<file path="src/rtl/pic_alu_pkg.sv">
// Purpose: shared definitions for the ALU execution stage: operation codes,
//          skip-condition codes, status bit positions, skip FSM states and
//          small decode helpers used by alu_exec.
package pic_alu_pkg;

    localparam int unsigned OP_W     = 4;
    localparam int unsigned SKIPOP_W = 2;
    localparam int unsigned STAT_W   = 3;

    // Operation select codes
    localparam logic [OP_W-1:0] ALU_ADD  = 4'd0;
    localparam logic [OP_W-1:0] ALU_SUB  = 4'd1;
    localparam logic [OP_W-1:0] ALU_AND  = 4'd2;
    localparam logic [OP_W-1:0] ALU_OR   = 4'd3;
    localparam logic [OP_W-1:0] ALU_XOR  = 4'd4;
    localparam logic [OP_W-1:0] ALU_COM  = 4'd5;
    localparam logic [OP_W-1:0] ALU_INC  = 4'd6;
    localparam logic [OP_W-1:0] ALU_DEC  = 4'd7;
    localparam logic [OP_W-1:0] ALU_RLF  = 4'd8;
    localparam logic [OP_W-1:0] ALU_RRF  = 4'd9;
    localparam logic [OP_W-1:0] ALU_SWAP = 4'd10;
    localparam logic [OP_W-1:0] ALU_PSA  = 4'd11;
    localparam logic [OP_W-1:0] ALU_PSB  = 4'd12;
    localparam logic [OP_W-1:0] ALU_BIC  = 4'd13;

    // Skip condition codes (2'b11 behaves as none)
    localparam logic [SKIPOP_W-1:0] SKIP_NONE = 2'b00;
    localparam logic [SKIPOP_W-1:0] SKIP_ZERO = 2'b01;
    localparam logic [SKIPOP_W-1:0] SKIP_NZ   = 2'b10;

    // Bit positions inside status = {Z, DC, C}
    localparam int unsigned STAT_C  = 0;
    localparam int unsigned STAT_DC = 1;
    localparam int unsigned STAT_Z  = 2;

    typedef enum logic {
        ST_RUN  = 1'b0,
        ST_SKIP = 1'b1
    } skip_state_e;

    // Ops that are allowed to change C when cwe is set
    function automatic logic op_sets_c(input logic [OP_W-1:0] op);
        return (op == ALU_ADD) || (op == ALU_SUB) || (op == ALU_RLF) || (op == ALU_RRF);
    endfunction

    // Ops that are allowed to change DC when cwe is set
    function automatic logic op_sets_dc(input logic [OP_W-1:0] op);
        return (op == ALU_ADD) || (op == ALU_SUB);
    endfunction

    // Codes 14/15 pass A through and never touch flags
    function automatic logic op_is_reserved(input logic [OP_W-1:0] op);
        return op > ALU_BIC;
    endfunction

endpackage

</file>
<file path="src/rtl/alu_core.sv">
// Purpose: purely combinational ALU datapath.
// Ports:
//   a, b        operands
//   op          operation select (pic_alu_pkg ALU_* codes)
//   c_in        current C flag, rotated in by RLF/RRF
//   result      ALU result (mod 2^WIDTH)
//   carry       carry/no-borrow/rotated-out bit for ADD/SUB/RLF/RRF, else 0
//   half_carry  low-half carry (ADD) or low-half no-borrow (SUB), else 0
module alu_core
    import pic_alu_pkg::*;
#(
    parameter int unsigned WIDTH = 8
) (
    input  logic [WIDTH-1:0] a,
    input  logic [WIDTH-1:0] b,
    input  logic [OP_W-1:0]  op,
    input  logic             c_in,
    output logic [WIDTH-1:0] result,
    output logic             carry,
    output logic             half_carry
);

    localparam int unsigned HALF = WIDTH / 2;

    logic [WIDTH:0] sum_full;
    logic [HALF:0]  sum_half;

    // Widened adders expose carry out of the full word and of the low half
    assign sum_full = {1'b0, a} + {1'b0, b};
    assign sum_half = {1'b0, a[HALF-1:0]} + {1'b0, b[HALF-1:0]};

    always_comb begin
        result     = a;
        carry      = 1'b0;
        half_carry = 1'b0;
        case (op)
            ALU_ADD: begin
                result     = sum_full[WIDTH-1:0];
                carry      = sum_full[WIDTH];
                half_carry = sum_half[HALF];
            end
            ALU_SUB: begin
                result     = a - b;
                carry      = (a >= b);
                half_carry = (a[HALF-1:0] >= b[HALF-1:0]);
            end
            ALU_AND:  result = a & b;
            ALU_OR:   result = a | b;
            ALU_XOR:  result = a ^ b;
            ALU_COM:  result = ~a;
            ALU_INC:  result = a + WIDTH'(1);
            ALU_DEC:  result = a - WIDTH'(1);
            ALU_RLF: begin
                result = {a[WIDTH-2:0], c_in};
                carry  = a[WIDTH-1];
            end
            ALU_RRF: begin
                result = {c_in, a[WIDTH-1:1]};
                carry  = a[0];
            end
            ALU_SWAP: result = {a[HALF-1:0], a[WIDTH-1:HALF]};
            ALU_PSA:  result = a;
            ALU_PSB:  result = b;
            ALU_BIC:  result = a & ~b;
            default:  result = a;
        endcase
    end

endmodule

</file>
<file path="src/rtl/alu_exec.sv">
// Purpose: ALU execution stage. Produces aluout combinationally from the
//          registered operands, owns the W register, the {Z,DC,C} status
//          flags and the skip-next-instruction state machine.
// Build option: define ALU_DC_EN to implement the DC (half-carry) flag;
//          without it status[1] is constant 0.
// Ports:
//   clk2     clock, rising edge
//   reset    synchronous active-high reset
//   valid    instruction valid; gates all state updates
//   alua/alub operands
//   aluop    operation select
//   wwe/fwe  W write / file write requests
//   zwe/cwe  Z / C(+DC) update enables
//   stat_wr  direct status load from aluout[2:0]
//   skip_op  00 none, 01 skip if result==0, 10 skip if result!=0, 11 none
//   aluout   combinational result
//   fwe_out  qualified file write enable
//   w        W register
//   status   {Z,DC,C}
//   skip     high while the next valid instruction will be squashed
module alu_exec
    import pic_alu_pkg::*;
#(
    parameter int unsigned WIDTH = 8
) (
    input  logic                clk2,
    input  logic                reset,
    input  logic                valid,
    input  logic [WIDTH-1:0]    alua,
    input  logic [WIDTH-1:0]    alub,
    input  logic [OP_W-1:0]     aluop,
    input  logic                wwe,
    input  logic                fwe,
    input  logic                zwe,
    input  logic                cwe,
    input  logic                stat_wr,
    input  logic [SKIPOP_W-1:0] skip_op,
    output logic [WIDTH-1:0]    aluout,
    output logic                fwe_out,
    output logic [WIDTH-1:0]    w,
    output logic [STAT_W-1:0]   status,
    output logic                skip
);

    logic [WIDTH-1:0]  w_q, w_d;
    logic [STAT_W-1:0] status_q, status_d;
    skip_state_e       state_q, state_d;

    logic carry;
    logic half_carry;
    logic commit;
    logic skip_hit;
    logic res_zero;

    alu_core #(.WIDTH(WIDTH)) u_core (
        .a          (alua),
        .b          (alub),
        .op         (aluop),
        .c_in       (status_q[STAT_C]),
        .result     (aluout),
        .carry      (carry),
        .half_carry (half_carry)
    );

    // An instruction takes effect only if valid and not being squashed
    assign commit   = valid && (state_q == ST_RUN);
    assign res_zero = (aluout == '0);
    assign skip_hit = ((skip_op == SKIP_ZERO) &&  res_zero) ||
                      ((skip_op == SKIP_NZ)   && !res_zero);

`ifndef ALU_DC_EN
    logic unused_half_carry;
    assign unused_half_carry = half_carry;
`endif

    // W next-state
    always_comb begin
        w_d = w_q;
        if (commit && wwe) begin
            w_d = aluout;
        end
    end

    // Status next-state: direct load first, ALU flags then overwrite their bits
    always_comb begin
        status_d = status_q;
        if (commit) begin
            if (stat_wr) begin
                status_d = aluout[STAT_W-1:0];
            end
            if (zwe && !op_is_reserved(aluop)) begin
                status_d[STAT_Z] = res_zero;
            end
            if (cwe && op_sets_c(aluop)) begin
                status_d[STAT_C] = carry;
            end
`ifdef ALU_DC_EN
            if (cwe && op_sets_dc(aluop)) begin
                status_d[STAT_DC] = half_carry;
            end
`endif
        end
`ifndef ALU_DC_EN
        status_d[STAT_DC] = 1'b0;
`endif
    end

    // Datapath registers
    always_ff @(posedge clk2) begin
        if (reset) begin
            w_q      <= '0;
            status_q <= '0;
        end else begin
            w_q      <= w_d;
            status_q <= status_d;
        end
    end

    // Skip FSM: state register
    always_ff @(posedge clk2) begin
        if (reset) begin
            state_q <= ST_RUN;
        end else begin
            state_q <= state_d;
        end
    end

    // Skip FSM: next state; the squashed instruction's skip_op is ignored
    always_comb begin
        state_d = state_q;
        case (state_q)
            ST_RUN:  if (valid && skip_hit) state_d = ST_SKIP;
            ST_SKIP: if (valid)             state_d = ST_RUN;
            default: state_d = ST_RUN;
        endcase
    end

    // Skip FSM: outputs
    always_comb begin
        skip    = (state_q == ST_SKIP);
        fwe_out = fwe && valid && (state_q == ST_RUN);
    end

    assign w      = w_q;
    assign status = status_q;

endmodule

</file>
<file path="config.mk">
export PLATFORM = sky130hd
export DESIGN_NAME = alu_exec
export DESIGN_NICKNAME = d
export VERILOG_FILES = /design/src/rtl/pic_alu_pkg.sv /design/src/rtl/alu_core.sv /design/src/rtl/alu_exec.sv
export SDC_FILE = /design/constraint.sdc
export NUM_CORES = 1
export LEC_CHECK = 0
export ABC_AREA = 0
export BUFFER_PORTS_ARGS = -buffer_cell sky130_fd_sc_hd__buf_2
export CORE_ASPECT_RATIO = 0.8
export CORE_MARGIN = 2
export CORE_UTILIZATION = 35
export DETAILED_ROUTE_END_ITERATION = 10
export PLACE_DENSITY = 0.58
export SYNTH_ARGS = -nofsm -noshare
export SYNTH_HDL_FRONTEND = slang
export SYNTH_SLANG_ARGS = --single-unit
export TNS_END_PERCENT = 30
</file>
<file path="constraint.sdc">
create_clock -name clk2 -period 4.1 [get_ports clk2]
set_clock_uncertainty 0.1 [all_clocks]
set_input_delay 0.41 -clock clk2 [delete_from_list [all_inputs] [get_ports clk2]]
set_output_delay 0.41 -clock clk2 [all_outputs]
set_load 0.02 [all_outputs]
</file>
# Word-level counts from Yosys, hierarchy flattened
# Index checks and enable logic that the tools add are counted.
# classes
n_addsub	4
n_lt_le_gt_ge	2
eq_ne	14
muxes	8
n_bitwise	7
n_reduce_logical	21
# ops
cell	count
8-bit one-hot mux with 13 select lines	1
4-bit equality test (second input constant)	5
8-bit bitwise AND	2
4-bit by 3-bit equality test with 1-bit output (second input constant)	4
8-bit inverter	2
8-bit by 8-bit adder with 9-bit output	1
1-bit logical AND	9
8-bit by 1-bit adder with 8-bit output (second input constant)	1
4-bit by 2-bit equality test with 1-bit output (second input constant)	2
8-bit >= comparator	1
8-bit logical NOT	1
8-bit bitwise OR	1
8-bit by 1-bit subtractor with 8-bit output (second input constant)	1
8-bit subtractor	1
8-bit bitwise XOR	1
4-bit by 1-bit equality test with 1-bit output (second input constant)	1
4-bit greater-than comparator (second input constant)	1
4-bit logical NOT	1
1-bit logical OR	4
1-bit two-way mux	4
1-bit one-hot mux with 4 select lines	1
2-bit AND reduction	2
2-bit nonzero test	2
3-bit two-way mux	1
5 further kinds	6
# word_totals
register_bits	12
out_inout_bits	21
elab_cells	61

# Longest topological paths before layout
# Gate-level depths: netlist (run 1).
# depth
depth_word	10
mapped_depth	13
depth_no_buf	12

# By module
# A second synthesis (run 1) with hierarchy kept.
# unflattened
hier_cells	383
area_unflattened_um2	2566.2
# by_module_without_submodules
module	n_inst	cells_each	area_each_um2	seq_area_each_um2
alu_core	1	318	2026.9	0.0
alu_exec	1	65	539.3	220.2

# Least setup slack after synthesis (run 1)
# OpenSTA, ideal clock, no wires.
# synth_timing
path_type	input to register
from	input port alua[0]
to	register status_q[2] (netlist: status[2])
setup_time_ns	0.122
arrival_ns	3.483
t_required_ns	3.878
setup_slack_ns	0.396
stages	13
path_cell_list	clkbuf_1 inv_1 ha_1 fa_1 o21bai_1 a21oi_1 o31ai_1 mux2i_1 o41ai_1 a21oi_1 nor4_2 and3_1 o311a_1
# synth_via
elab_chain_cells	4
elab_cells_between_ends	13
classes_between	add/sub: 4; mux: 3; bitwise: 5; reduce/logical: 1
# synth_lines
element	line_no	rtl
start: declaration	alu_exec.sv:29	input logic [WIDTH-1:0] alua,
8-bit by 1-bit subtractor with 8-bit output, or another cell as far along	alu_core.sv:52	ALU_DEC: result = a - WIDTH'(1);
8-bit one-hot mux with 13 select lines (*)	alu_core.sv:36	case (op)
net aluout[6]	alu_exec.sv:38	output logic [WIDTH-1:0] aluout,
8-bit logical NOT (*)	alu_exec.sv:67	assign res_zero = (aluout == '0);
1-bit two-way mux (*)	alu_exec.sv:91	if (zwe && !op_is_reserved(aluop)) begin
end signal: assignment	alu_exec.sv:115	status_q <= status_d;
end: declaration	alu_exec.sv:46	logic [STAT_W-1:0] status_q, status_d;
# Mark *: on every way through the listed nets, which the timed path passes. The rest lies on a longest branch. The select of a mux whose other input is x is not followed.
# A chain may end at the register's enable or synchronous reset.

# Worst setup path in the final report (run 1)
# layout_timing
from	input port alua[0]
to	output port aluout[6]
# layout_via
elab_chain_cells	2
elab_cells_between_ends	5
classes_between	add/sub: 4; mux: 1
# layout_lines
element	line_no
8-bit by 1-bit subtractor with 8-bit output, or another cell as far along	alu_core.sv:52
8-bit one-hot mux with 13 select lines (*)	alu_core.sv:36
end: declaration	alu_exec.sv:38
# Mark *: on every way between the ends. The rest lies on a longest branch, timed or not.

==> run metrics, run 1 <==
Worst Hold Class=reg2reg; Required @ worst endpoint=3.59 ns; Yosys top cell by area=ha_1; register area=220 µm²; GRT Total Usage=21.3%; CTS resizes=0; critical path launch point type=primary input; synthesized area=2760 µm²; Final Routed Wirelength=9050 µm; Post-DRT Antenna Nets=0; H-Tree Depth=1; delay-heaviest family, CP=compound AO/OA/AOI/OAI gates; post-DR wirelength/cell=17.5 µm; # clock sinks=11; top-area cell type share of the netlist area=11.3%; fin crit period=3.66 ns; die area=8610 µm²; top_reg_cell synth=dfxtp_1; syn avg cell area=7.11 µm²; CTS tree=built; # DRC=0; CP max stage cell=fa_1; area occupied by multi-input gates=2230 µm²; Nets=471; Core Footprint=7530 µm²; register clock-pin slew on the reported worst setup and hold paths=0.05 ns; Max Slew Vio Count=0; FP Rows=28; Worst Hold Path Cells=2; Ports=51; CP arrival=3.15 ns; first-pass GRT wire length=14800 µm; sequential area share after synthesis=7.99%; Antenna diodes=0; period utilization=89.4%; CTS Buf Count=3; Power Density=189 nW/µm²; share of layout cells above drive strength 1=19.4%; synthesized instance count=388; pin count of the biggest net entering global routing=46; fmax=273 MHz; vias in the first global route=2749; Root Driver=clkbuf_8; P&R area growth vs syn=10.6%; most frequent cells in the layout=buf_2 (49), a21oi_1 (36), nand2_1 (31); final setup vio count=0; RSZ-0062 raised after global routing=false; DPL Wire Length=6870 µm; commonest non-fill, non-tap cell in the layout=buf_2; remaining global-route overflow=0; maximum VDD drop=0.102 mV; Post-CTS Setup Repair Bufs=0; EDFF count, synth=0; Routability Congestion=0.937; crit path capture type=output pin; #FFs+latches synth=11; synth unique cells=79; Die X-Extent=103 µm; Buffers on Ports=49; Filler cells=810; Syn Nets=445; Async SR Flop Fraction=0%; largest fanout on the critical path=11; Slew @ Worst Pin=0.632 ns; die boundary height=83.4 µm; clk_lat worst skew=0.24 ns; final hold violations=0; worst path cell trace=buf_2 > inv_1 > ha_1 > fa_1 > o21bai_1 > a21oi_1 > o31ai_1 > mux2i_1 > o41ai_1 > a21oi_1 > buf_2; P_leak=1.36 nW; Crit Path Class=in2out; initial antenna violation count=0; Sum Neg Setup Slack=0 ns; Via Count=3090; initial detailed-routing violation count=363; stages on the worst setup path=11; Critical Path Max Stage Delay=0.44 ns; outcome=completed; Post-CTS Hold Buffers=0; max_slew headroom=57.3%; YS warnings=0; Max clock buf depth=2; worst reg-to-reg path cell count=9; total of max-cap violations=0; Initial Util=36.6%; top post-synthesis cells by area=ha_1 (11%), dfxtp_1 (8.0%), a21oi_1 (6.5%), nand2_1 (4.2%), inv_1 (3.8%); Initial DRT Pass Iterations=5; Hold WS=0.353 ns; Worst Path Buf+Inv=3; Vias/cell=5.97
## path summary, 6_finish.rpt
kind,endpoint,start,slack [ns]
max,aluout[6],alua[0],0.44
min,w[3],w[3],0.35
max reg2reg,status[2],status[0],1.83
min reg2reg,w[3],w[3],0.35
## power breakdown
part,switching [mW],internal [mW],total (mW)
sequential,0.00465,0.115,0.119
clock,0.0403,0.0682,0.109
combinational,0.224,0.123,0.347
total,0.269,0.306,0.575
## synth_stat cells, drive strengths merged (7+ instances only)
| cell type | number |
|---|---|
| buf | 22 |
| nand2 | 31 |
| clkbuf | 14 |
| nand3b | 8 |
| a21oi | 37 |
| nand3 | 12 |
| a21o | 8 |
| mux2i | 8 |
| inv | 30 |
| nor2b | 7 |
| o21ai | 20 |
| nand2b | 9 |
| nor2 | 24 |
| dfxtp | 11 |
| ha | 25 |
## worst register-to-register path, delay by kind of cell, from the launching register on
kind                   cells  cell delay [ns]
and+or+nand+nor            4             0.94
AOI/OAI and AO/OA          4             0.71
DFF                        1             0.36
buffers and inverters      1             0.12
## cell families (layout without fill, tap and decap cells)
family	after synthesis	count (layout)	synth area share (%)
and+or+nand+nor	141	141	30.0
muxes	8	8	2.90
AOI/OAI and AO/OA	131	131	34.2
DFF	11	11	7.99
buffers and inverters	66	91	11.0
adders and majority gates	27	27	12.8
other	1	1	0.136
xor gates and xnor gates	3	3	0.953
## cell type report
type	count	share of cell area, %
well taps	105	4.31
repair buffers	57	10.0
multi-input cells	311	73.3
inverters	30	3.69
flip-flops and latches	11	7.22
clock buffers	4	1.48
## flip-flops by register name, indices dropped and copies added (netlist names)
| register | count |
|---|---|
| skip | 1 |
| status | 2 |
| w | 8 |
## metal layers
| metal | global-route usage (%) | up-vias | share of wire (%) |
|---|---|---|---|
| li1 | - | 1486 | - |
| met4 | 4.78 | 0 | 1.9 |
| met3 | 2.53 | 18 | 8.0 |
| met5 | 0 | - | 0 |
| met1 | 33.6 | 1435 | 47 |
| met2 | 30.2 | 151 | 43 |
## metrics by stage
| stage | cell area [µm²] | power [mW] | util (%) | std cells | setup slack (ns) |
|---|---|---|---|---|---|
| final | 3050 | 0.575 | 40.5 | 518 | 0.437 |
| after global routing | 3050 | 0.618 | 40.5 | 518 | 0.272 |
| after CTS | 3050 | 0.573 | 40.5 | 518 | 0.505 |
| after detailed placement | 3000 | 0.462 | 39.9 | 514 | 0.445 |
| after global placement | 3000 | 0.462 | 39.9 | 514 | 0.567 |
| after floorplan | 2760 | 0.365 | - | 388 | 0.396 |
(Power assumes the default switching activity.)
==> run 2, diff against run 1 <==
--- a/config.mk
+++ b/config.mk
@@ -5,13 +5,14 @@
 export SDC_FILE = /design/constraint.sdc
 export NUM_CORES = 1
 export LEC_CHECK = 0
-export ABC_AREA = 0
+export ABC_AREA = 1
 export BUFFER_PORTS_ARGS = -buffer_cell sky130_fd_sc_hd__buf_2
 export CORE_ASPECT_RATIO = 0.8
 export CORE_MARGIN = 2
 export CORE_UTILIZATION = 35
 export DETAILED_ROUTE_END_ITERATION = 10
-export PLACE_DENSITY = 0.58
+export MAX_ROUTING_LAYER = met4
+export PLACE_DENSITY = 0.59
 export SYNTH_ARGS = -nofsm -noshare
 export SYNTH_HDL_FRONTEND = slang
 export SYNTH_SLANG_ARGS = --single-unit
==> run 2 against run 1 <==
Against the previous run: sequential share of layout area increased by 0.23 points; synthesized cell count grew 29%; global-route usage increased by 3.2 points; combinational power decreased by 4%; first-iteration DRC count decreased by 27%; area after synthesis is 6.1% lower; maximum frequency grew 8.0%; count of clock-buffer cells in the layout stayed put; die area decreased by 5.8%; critical endpoint unchanged; largest cell class unchanged.
==> run metrics, run 2 <==
top-area cell type share of the netlist area=25.2% (+14 points); critical path launch point type=primary input; sequential power share=21.1% (+0.3 points); Worst Hold Class=in2reg; commonest non-fill, non-tap cell in the layout=nand2_1; YS warnings=0 (unchanged); GRT Total Usage=24.5% (+3.2 points); Antenna diodes=0 (unchanged); # clock sinks=11 (unchanged); Die X-Extent=100 µm (-3.0%); final instance area=2960 µm² (-3.0%); most frequent cells in the layout=nand2_1 (174), nor2_1 (61), inv_1 (58); P_leak=1.65 nW (+21%); Highest Signal Layer=met4; synthesized instance count=500 (+29%); die boundary height=80.9 µm (-2.9%); Vias/cell=5.42 (-9.2%); final setup vio count=0 (unchanged); register clock-pin slew on the reported worst setup and hold paths=0.05 ns (about the same); max reg flops=8 (unchanged); pin count of the biggest net entering global routing=15 (-67%); CTS resizes=0 (unchanged); Power Density=191 nW/µm² (+1.0%); Post-DRT Antenna Nets=0 (unchanged); vias in the first global route=3055 (+11%); total of max-cap violations=0 (unchanged); Ports=51 (unchanged); largest fanout on the critical path=9 (-2); # DRC=0 (unchanged); Post-CTS Setup Repair Bufs=0 (unchanged); EDFF count, synth=0 (unchanged); P&R area growth vs syn=14.2%; Clk pwr share=19.6% (+0.7 points); worst reg-to-reg setup slack=2.31 ns (+0.48 ns); synthesized area=2590 µm² (-6.1%); Async SR Flop Fraction=0% (unchanged); Routability Congestion=0.981 (+4.7%); CP arrival=2.88 ns (-0.27 ns); synth unique cells=33 (-58%); Final Routed Wirelength=9650 µm (+6.5%); Core Footprint=7290 µm² (-3.3%); syn avg cell area=5.18 µm² (-27%); max_slew headroom=52.3% (-5.0 points); count leader, synth=nand2_1; Nets=605 (+28%); DPL Wire Length=7770 µm (+13%); routed length on met2=4030 µm (+3.5%); final hold violations=0 (unchanged); Initial DRT Pass Iterations=5 (unchanged); placed cell area=2910 µm² (-3.1%); fmax=295 MHz (+8.0%); CTS tree=built; remaining global-route overflow=0 (unchanged); outcome=completed; top post-synthesis cells by area=nand2_1 (25%), ha_1 (12%), nand3_1 (9.9%), nor2_1 (8.8%), dfxtp_1 (8.5%); Root Driver=clkbuf_8; sequential area share after synthesis=8.50% (+0.52 points); die area=8110 µm² (-5.8%); Hold WS=0.253 ns (-0.0991 ns); Logic pwr share=59.3% (-1.1 points); clk_lat worst skew=0.24 ns (about the same); H-Tree Depth=1 (unchanged); Yosys top cell by area=nand2_1; share of layout cells above drive strength 1=12.4% (-6.9 points); crit path capture type=output pin; #FFs+latches synth=11 (unchanged); net switching power=278 µW (+3.6%); Initial Util=35.5% (-1.1 points); Sum Neg Setup Slack=0 ns (unchanged); Sw Ratio=49.4% (+2.7 points); initial detailed-routing violation count=265 (-27%); Crit Path Class=in2out; commonest cells in the netlist=nand2_1 (174), nor2_1 (61), inv_1 (58); met3 routed WL=787 µm (+9.0%); Syn Nets=557 (+25%); period utilization=82.7% (-6.6 points); RSZ-0062 raised after global routing=false; P_int=285 µW (-7.0%); Via Count=3452 (+12%); first-pass GRT wire length=15400 µm (+3.9%); CTS Buf Count=3 (unchanged); Max Slew Vio Count=0 (unchanged); Total Power=563 µW (-2.1%); maximum VDD drop=0.108 mV (+5.2%); met1 WL=4720 µm (+11%); Final Core Density=40.6% (+0.092 points); top_reg_cell synth=dfxtp_1; Max clock buf depth=2 (unchanged); Buffers on Ports=49 (unchanged); Slew @ Worst Pin=0.713 ns (+0.0810 ns); fin crit period=3.39 ns (-0.272 ns); FP Rows=28 (unchanged); initial antenna violation count=0 (unchanged); post-DR wirelength/cell=15.1 µm (-13%); Required @ worst endpoint=3.59 ns (about the same); Post-CTS Hold Buffers=0 (unchanged)
-- run 2: kinds of logic after synthesis --
kind of cell | count (synthesis) | synth area share, %
compound gates | 77 | 16.3
xor+xnor | 1 | 0.338
fa+ha+maj | 27 | 13.6
buf+inv | 72 | 11.1
flops | 11 | 8.50
other cells | 1 | 0.145
simple gates | 311 | 50.0
-- run 2: through the flow --
step / cells / setup WS, ns
floorplan: 500 / 1.50
global placement: 633 / 0.743
detailed placement: 633 / 0.765
CTS: 637 / 0.754
global route: 637 / 0.516
finish: 637 / 0.708
-- run 2: critical path: stages --
cell and delay, ns:
buf_2 0.18, clkinv_1 0.35, ha_1 0.63, inv_1 0.17
a21oi_1 0.16, nand2_1 0.12, nand2_1 0.10, nand3_1 0.07
nand3_1 0.09, nand2_1 0.06, nor2_1 0.14, nand2_1 0.07
nand2_1 0.13, inv_1 0.05, buf_2 0.15
-- run 2: power groups by stage --
| stage | registers [mW] | logic (mW) | clock network (mW) |
|---|---|---|---|
| detailed placement | 0.121 | 0.326 | 0 |
| floorplan | 0.130 | 0.209 | 0 |
| CTS | 0.119 | 0.328 | 0.111 |
| global route | 0.120 | 0.371 | 0.119 |
| global placement | 0.121 | 0.327 | 0 |
| finish | 0.119 | 0.334 | 0.111 |
-- run 2: layout make-up --
class | count | area, µm²
Fill cell | 847 | 4330
Multi-Input combinational cell | 417 | 2080
Timing Repair Buffer | 50 | 253
Inverter | 65 | 244
Sequential cell | 11 | 220
Tap cell | 90 | 113
Clock buffer | 4 | 45.0
-- run 2: routing by layer --
| layer | track usage [%] | vias to the layer above |
|---|---|---|
| li1 | - | 1702 |
| met1 | 36.3 | 1571 |
| met2 | 36.1 | 167 |
| met3 | 2.84 | 12 |
| met4 | 3.84 | 0 |
| met5 | - | - |
-- run 2: worst paths after layout --
| path | depth (start not counted) | startpoint | endpoint |
|---|---|---|---|
| max | 15 | alua[3] | aluout[6] |
| min | 2 | reset | status[2] |
| max reg2reg | 13 | status[0] | skip |
| min reg2reg | 2 | status[2] | status[2] |
